===== src/rtl/keypad_scan.sv =====
// 4x4 hex keypad scanner: walks an active-low column strobe on each refresh,
// debounces row presses/releases and reports the accepted key code.
module keypad_scan #(
  parameter int DEB_TICKS = 4
) (
  input  logic       ck,
  input  logic       rst_n,
  input  logic       refresh,
  input  logic [3:0] row,
  output logic [3:0] col,
  output logic [3:0] key,
  output logic       key_valid,
  output logic       key_held,
  output logic [1:0] state_dbg
);

  typedef enum logic [1:0] {SCAN, DEBOUNCE, HELD, RELEASE} state_t;

  localparam logic [3:0] DEB = 4'(DEB_TICKS);

  state_t     state, state_nx;
  logic [3:0] rs_meta, rs;
  logic [1:0] col_idx, col_idx_nx;
  logic [1:0] r_lat, r_lat_nx;
  logic [3:0] cnt, cnt_nx;
  logic [3:0] key_nx;
  logic       key_valid_nx, key_held_nx;

  logic [3:0] low;
  logic       one_low;
  logic [1:0] r_idx;
  logic [3:0] cnt_inc;
  logic       cnt_done;
  logic       rs_idle;
  logic       rs_match;

  function automatic logic [3:0] key_map(input logic [1:0] r, input logic [1:0] c);
    logic [3:0] code;
    case ({r, c})
      4'h0: code = 4'h1;
      4'h1: code = 4'h2;
      4'h2: code = 4'h3;
      4'h3: code = 4'hA;
      4'h4: code = 4'h4;
      4'h5: code = 4'h5;
      4'h6: code = 4'h6;
      4'h7: code = 4'hB;
      4'h8: code = 4'h7;
      4'h9: code = 4'h8;
      4'hA: code = 4'h9;
      4'hB: code = 4'hC;
      4'hC: code = 4'h0;
      4'hD: code = 4'hF;
      4'hE: code = 4'hE;
      default: code = 4'hD;
    endcase
    return code;
  endfunction

  // A pattern is a valid key only when exactly one row line is pulled low.
  assign low      = ~rs;
  assign one_low  = (low != 4'd0) && ((low & (low - 4'd1)) == 4'd0);
  assign rs_idle  = (rs == 4'b1111);
  assign rs_match = (rs == ~(4'b0001 << r_lat));
  assign cnt_inc  = cnt + 4'd1;
  assign cnt_done = (cnt_inc == DEB);

  always_comb begin
    r_idx = 2'd0;
    case (low)
      4'b0010: r_idx = 2'd1;
      4'b0100: r_idx = 2'd2;
      4'b1000: r_idx = 2'd3;
      default: r_idx = 2'd0;
    endcase
  end

  always_comb begin
    state_nx     = state;
    col_idx_nx   = col_idx;
    r_lat_nx     = r_lat;
    cnt_nx       = cnt;
    key_nx       = key;
    key_valid_nx = 1'b0;
    key_held_nx  = key_held;
    if (refresh) begin
      case (state)
        SCAN: begin
          if (one_low) begin
            r_lat_nx = r_idx;
            cnt_nx   = 4'd1;
            state_nx = DEBOUNCE;
          end else begin
            col_idx_nx = col_idx + 2'd1;
          end
        end
        DEBOUNCE: begin
          if (rs_match) begin
            if (cnt_done) begin
              key_nx       = key_map(r_lat, col_idx);
              key_valid_nx = 1'b1;
              key_held_nx  = 1'b1;
              cnt_nx       = 4'd0;
              state_nx     = HELD;
            end else begin
              cnt_nx = cnt_inc;
            end
          end else begin
            cnt_nx     = 4'd0;
            col_idx_nx = col_idx + 2'd1;
            state_nx   = SCAN;
          end
        end
        HELD: begin
          if (rs_idle) begin
            cnt_nx   = 4'd1;
            state_nx = RELEASE;
          end
        end
        default: begin
          // RELEASE: any activity on the rows drops back to HELD without a new key.
          if (rs_idle) begin
            if (cnt_done) begin
              key_held_nx = 1'b0;
              cnt_nx      = 4'd0;
              col_idx_nx  = col_idx + 2'd1;
              state_nx    = SCAN;
            end else begin
              cnt_nx = cnt_inc;
            end
          end else begin
            cnt_nx   = 4'd0;
            state_nx = HELD;
          end
        end
      endcase
    end
  end

  always_ff @(posedge ck) begin
    if (!rst_n) begin
      rs_meta   <= 4'b1111;
      rs        <= 4'b1111;
      state     <= SCAN;
      col_idx   <= 2'd0;
      col       <= 4'b1110;
      r_lat     <= 2'd0;
      cnt       <= 4'd0;
      key       <= 4'd0;
      key_valid <= 1'b0;
      key_held  <= 1'b0;
    end else begin
      rs_meta   <= row;
      rs        <= rs_meta;
      state     <= state_nx;
      col_idx   <= col_idx_nx;
      col       <= ~(4'b0001 << col_idx_nx);
      r_lat     <= r_lat_nx;
      cnt       <= cnt_nx;
      key       <= key_nx;
      key_valid <= key_valid_nx;
      key_held  <= key_held_nx;
    end
  end

  assign state_dbg = state;

endmodule


===== config.mk =====
export PLATFORM = sky130hd
export DESIGN_NAME = keypad_scan
export DESIGN_NICKNAME = d
export VERILOG_FILES = /design/src/rtl/keypad_scan.sv
export SDC_FILE = /design/constraint.sdc
export NUM_CORES = 1
export LEC_CHECK = 0
export CAP_MARGIN = 20
export CORE_MARGIN = 2
export CORE_UTILIZATION = 33
export DETAILED_ROUTE_END_ITERATION = 10
export PLACE_DENSITY = 0.64
export SYNTH_ARGS = -nofsm -noshare
export SYNTH_HDL_FRONTEND = slang
export SYNTH_SLANG_ARGS = --single-unit

===== constraint.sdc =====
create_clock -name ck -period 2 [get_ports ck]
set_input_delay 0.2 -clock ck [delete_from_list [all_inputs] [get_ports ck]]
set_output_delay 0.2 -clock ck [all_outputs]
set_load 0.02 [all_outputs]

==> qor.yml, run 1 <==
outcome:
  status: "finished with violations"
  failed_checks: "setup timing"
timing:
  worst_pin_slew_ns: 0.322
  setup_tns_ns: -0.0867
  fmax_mhz: 489
  fin_ws_ns: -0.0469
  hold_violations: 0
  setup_viol: 3
  relSlewSlack_pct: 78.5
  min_period_over_period_pct: 102
  finalMaxSlewViolations: 0
  rsz0062_at_grt: "yes"
  finalCriticalPeriod_ns: 2.05
  skew_ns: 0.00588
clocking:
  clk_latency_ns: 0.28
  cts_tree: "yes"
  cts_buffer_depth: 2
  cts_hold_buf: 0
  clkTransAtPathRegs_ns: 0.10
  cts-root-buf: "clkbuf_8"
  htree_levels: 1
  clock_sinks: 28
  cts_buffers: 3
critical_path:
  crit_chain: "or3b_4 -> a21oi_2 -> nor2_2 -> mux2_4 -> a221o_1 -> or3_1"
  path_max_fanout: 5
  endpoint_kind: "flop"
  path_class: "flop to flop"
  crit_arrival_ns: 2.21
  worst_ep_required_time_ns: 2.16
  slowest_delay_ns: 0.38
  reg2reg_slack_ns: -0.05
  crit_slowest_cell: "or3b_4"
  start_kind: "flop"
global_routing:
  use_met2_pct: 19.9
  grt_max_degree: 18
  grt_pass1_vias: 1278
  gr-total-overflow: 0
  grt_pass1_wl_um: 5590
  track_usage_pct: 13.1
  use_met1_pct: 18.3
  antenna_found_initial: 0
  grt_most_used_layer: "met2"
  use_met3_pct: 3.31
detailed_routing:
  post-route-drc-count: 0
  ant_nets: 0
  drtIter0Drc: 46
  vias: 1422
  vias_per_cell: 4.97
  wl_per_cell_um: 11.6
  drtPass1Iterations: 4
  routed_wl_um: 3310
job:
  drv_cap: 0
floorplanning:
  core_area_um2: 4660
  placementRows: 25
  ioPinCount: 19
  die_area_um2: 5330
  initial_core_util_pct: 33.7
  die_y_um: 73.0
  die_w_um: 73.0
finish:
  drive_gt1_share_pct: 22.4
  diodes: 0
  fin_nets: 249
  nFillCells: 476
  area_delta_synth_final_pct: 33.3
  fin_cells: 286
power:
  power_frac_seq_pct: 47.2
  clkPwrFrac_pct: 27.6
  p_sw_uw: 346
  switching_share_pct: 27.3
  comb_power_share_pct: 25.2
  leakage_nw: 0.864
  powerDensity_nw_per_um2: 605
  p_int_uw: 923
  vdd_ir_drop_max_v: 0.000375
synth:
  ys_async_sr_fraction_pct: 0
  yosys.area.top_type: "dfxtp_1"
  syn-num-nets: 203
  post_synth_num_cell_types: 45
  postSynth.topFlopCell: "dfxtp_1"
  synth_edf_count: 0
  yosys-top-cells-area: "dfxtp_1 (36%), ha_1 (7.2%), nor2_1 (5.0%)"
  yosys_warnings: 0
  yosys_register_bits: 28
  syn_area_per_cell_um2: 8.41
  syn_inst: 187
  ys_seq_area_share_pct: 35.6
  syn_area_um2: 1570
  synthMostInstantiatedCell: "dfxtp_1"
  synth_commonest_cells: "dfxtp_1 (28), nor2_1 (21), nand2_1 (18)"
  yosys.area.top_type_share_pct: 35.6
placement:
  io_buffers: 18
  dp.cells: 281
  place.gp.congestion: 0.832
  dp_hpwl_um: 2510
min_path:
  min_path_type: "flop to flop"
[layout make-up]
type	instances	area [µm²]	area share, %
inverter	8	30.0	1.43
sequential	28	563	26.9
clock buffer	4	55.1	2.63
timing repair buffer	51	432	20.6
tap	54	67.6	3.22
multi-input combinational	141	948	45.3
[kinds of logic after synthesis]
kind of cell | synth area share (%)
mux | 4.14
flops | 35.6
simple gates | 27.8
buf+inv | 5.73
compound gates | 17.3
fa+ha+maj | 7.16
xor+xnor | 2.23
[routing by layer]
metal / up-vias / share of wire (%) / wire [µm]
li1: 750 / - / -
met3: 4 / 3.3 / 109
met4: 0 / 0.88 / 29
met5: - / 0 / 0
met2: 26 / 44 / 1470
met1: 642 / 51 / 1700
[what timing repair did]
item                                    in CTS  in global routing
pin swaps                                    1                  5
endpoints found under the setup margin       2                  6
resized for setup                            1                  7
setup buffers                                1                  0
[path summary, 6_finish.rpt]
| kind | from | to | cells past startpoint |
|---|---|---|---|
| setup / recovery | rs[3] | col[2] | 6 |
| hold / removal | rs_meta[2] | rs[2] | 1 |
| setup reg to reg | rs[3] | col[2] | 6 |
| hold reg to reg | rs_meta[2] | rs[2] | 1 |
[through the flow]
step	util [%]	setup slack, ns	instance area [µm²]	hold slack [ns]	total power, mW
after global placement	42.9	-0.0439	2000	0.389	0.914
after floorplan	-	-0.0606	1580	0.273	0.788
final	45.0	-0.0469	2100	0.413	1.27
after CTS	44.3	-0.0357	2060	0.415	1.27
after detailed placement	42.9	-0.0710	2000	0.391	0.917
after global routing	45.0	-0.129	2100	0.421	1.34
[worst max-delay path: cells and delay by family, from the launching register on]
kind / cells / cell delay [ns]
compound gates: 2 / 0.52
flops: 1 / 0.36
mux: 1 / 0.29
simple gates: 3 / 0.77
[cell usage in the layout (no fill, tap or decap), drive strengths merged, types with 3 or more instances in the layout]
master / n
nor3b: 3
o211ai: 5
a21oi: 12
nand2: 18
a211oi: 4
dfxtp: 28
nor3: 3
nand3b: 5
nand2b: 9
or3: 6
nand4: 4
clkdlybuf4s50: 18
ha: 9
buf: 33
mux2i: 5
o21ai: 4
inv: 8
clkbuf: 4
nand3: 10
xnor2: 3
nor2: 22
[power groups by stage]
stage | clock [mW] | sequential [mW] | combinational (mW)
after CTS | 0.365 | 0.598 | 0.311
after detailed placement | 0 | 0.611 | 0.306
after global routing | 0.385 | 0.602 | 0.354
final | 0.351 | 0.598 | 0.320
after floorplan | 0 | 0.632 | 0.157
after global placement | 0 | 0.610 | 0.304
[sequential cells by signal (all words and copies together), names as in the netlist]
signal / count
state_dbg: 2
key_valid: 1
cnt: 4
col_idx: 2
key: 4
col: 4
key_held: 1
rs_meta: 4
r_lat: 2
rs: 4
(Power assumes the default switching activity.)
==> run 2, diff against run 1 <==
GPL_TIMING_DRIVEN = 0   (was default)
SLEW_MARGIN = 20   (was default)
==> run 2 against run 1 <==
The run still ends with setup timing left. Die area stayed put. Utilization decreased by 2.0 points. Global-route usage fell by 0.27 points. Final cell count decreased by 6.6%. Sequential share of layout area increased by 1.9 points. Sequential cell count is the same. Critical endpoint unchanged. Largest power group unchanged. Highest routed layer unchanged.
==> qor.yml, run 2 (synthesis results as in run 1) <==
global_routing:
  grt_pass1_wl_um: 5490
  grt_pass1_vias: 1193
  track_usage_pct: 12.9
  antenna_found_initial: 0
  gr-total-overflow: 0
  grt_max_degree: 16
floorplanning:
  die_area_um2: 5330
  placementRows: 25
  die_w_um: 73.0
  ioPinCount: 19
  die_y_um: 73.0
  core_area_um2: 4660
  initial_core_util_pct: 33.7
timing:
  relSlewSlack_pct: 66.2
  fin_ws_ns: -0.155
  finalMaxSlewViolations: 0
  hold_violations: 0
  min_period_over_period_pct: 108
  skew_ns: 0.00374
  worst_pin_slew_ns: 0.507
  setup_viol: 4
  fmax_mhz: 464
  rsz0062_at_grt: "yes"
  finalCriticalPeriod_ns: 2.16
finish:
  nFillCells: 455
  post-route-cell-area_um2: 2000
  diodes: 0
  drive_gt1_share_pct: 19.7
  area_delta_synth_final_pct: 27.4
  final_cell_mix: "nor2_1 (20), dfxtp_1 (19), nand2_1 (18), clkdlybuf4s50_1 (17)"
  fin_nets: 230
  fin_util_pct: 43.0
  layout_commonest_cell: "nor2_1"
clocking:
  clk_latency_ns: 0.27
  clkTransAtPathRegs_ns: 0.10
  cts_buffers: 3
  cts-root-buf: "clkbuf_8"
  cts_hold_buf: 0
  clock_sinks: 28
  cts_tree: "yes"
  htree_levels: 1
  cts_buffer_depth: 2
detailed_routing:
  wl_per_cell_um: 12.3
  drtPass1Iterations: 4
  ant_nets: 0
  drtIter0Drc: 63
  vias: 1385
  post-route-drc-count: 0
  routed_wl_um: 3280
  vias_per_cell: 5.19
power:
  power_frac_seq_pct: 49.5
  comb_power_share_pct: 22.1
  clkPwrFrac_pct: 28.4
  p_sw_uw: 347
  leakage_nw: 0.771
  switching_share_pct: 28.0
  powerDensity_nw_per_um2: 618
  vdd_ir_drop_max_v: 0.000254
  p_int_uw: 892
outcome:
  failed_checks: "setup timing"
  status: "finished with violations"
critical_path:
  path_class: "flop to flop"
  crit_arrival_ns: 2.31
  worst_ep_required_time_ns: 2.16
  path_max_fanout: 6
  endpoint_kind: "flop"
  start_kind: "flop"
placement:
  placed_cell_area_um2: 1810
  dp_hpwl_um: 2270
  place.gp.congestion: 0.826
  io_buffers: 17
job:
  drv_cap: 0
min_path:
  min_path_type: "flop to flop"
==> run 2: changes by cell type in the layout (fill, tap and decap cells not counted), sizes merged <==
| cell | delta |
|---|---|
| clkbuf | +5 |
| clkdlybuf4s50 | -1 |
| buf | -23 |
==> run 2: metal layers <==
metal	wire, µm	GRT usage (%)
met2	1480	20.2
met5	0	0
met4	33	3.70
met3	122	2.49
met1	1640	17.8
==> run 2: final timing paths <==
path,startpoint,endpoint,slack [ns],depth (start not counted)
max,rs[3],col[2],-0.16,6
min,rs_meta[0],rs[0],0.41,1
max reg2reg,rs[3],col[2],-0.16,6
min reg2reg,rs_meta[0],rs[0],0.41,1
==> run 2: timing repair <==
| item | CTS | global route |
|---|---|---|
| pin swaps | 6 | 6 |
| gates resized for setup | 17 | 11 |
| setup buffers | 5 | 4 |
| setup endpoints to repair | 14 | 15 |
==> run 2: metrics by stage <==
stage	power [mW]	instances	TNS, ns	worst slack, ns	hold WS (ns)
2_1_floorplan	0.788	187	-0.121	-0.0606	0.273
6_report	1.24	267	-0.444	-0.155	0.415
4_1_cts	1.24	264	-0.451	-0.204	0.418
3_3_place_gp	0.859	258	-1.73	-0.326	0.389
5_1_grt	1.31	267	-0.697	-0.206	0.435
3_5_place_dp	0.861	258	-1.74	-0.350	0.393
==> run 2: critical path, stage by stage (launching register included) <==
cell	delay, ns
dfxtp_4	0.39
or3b_4	0.40
a21oi_4	0.17
nor2_4	0.07
mux2_4	0.29
a221o_1	0.36
or3_1	0.36
==> run 2: area by class of cell <==
type	instances	area, µm²	share of cell area [%]
clock buffers	4	55.1	2.75
multi-input cells	141	1000	50.0
flip-flops and latches	28	577	28.8
repair buffers	26	238	11.9
inverters	8	30.0	1.50
well taps	54	67.6	3.37
plain buffers	6	35.0	1.75
==> run 2: power by group through the flow <==
stage	sequential, mW	combinational [mW]	clock, mW
CTS	0.612	0.251	0.372
detailed placement	0.623	0.238	0
global route	0.619	0.302	0.388
finish	0.613	0.274	0.352
floorplan	0.632	0.157	0
global placement	0.622	0.237	0
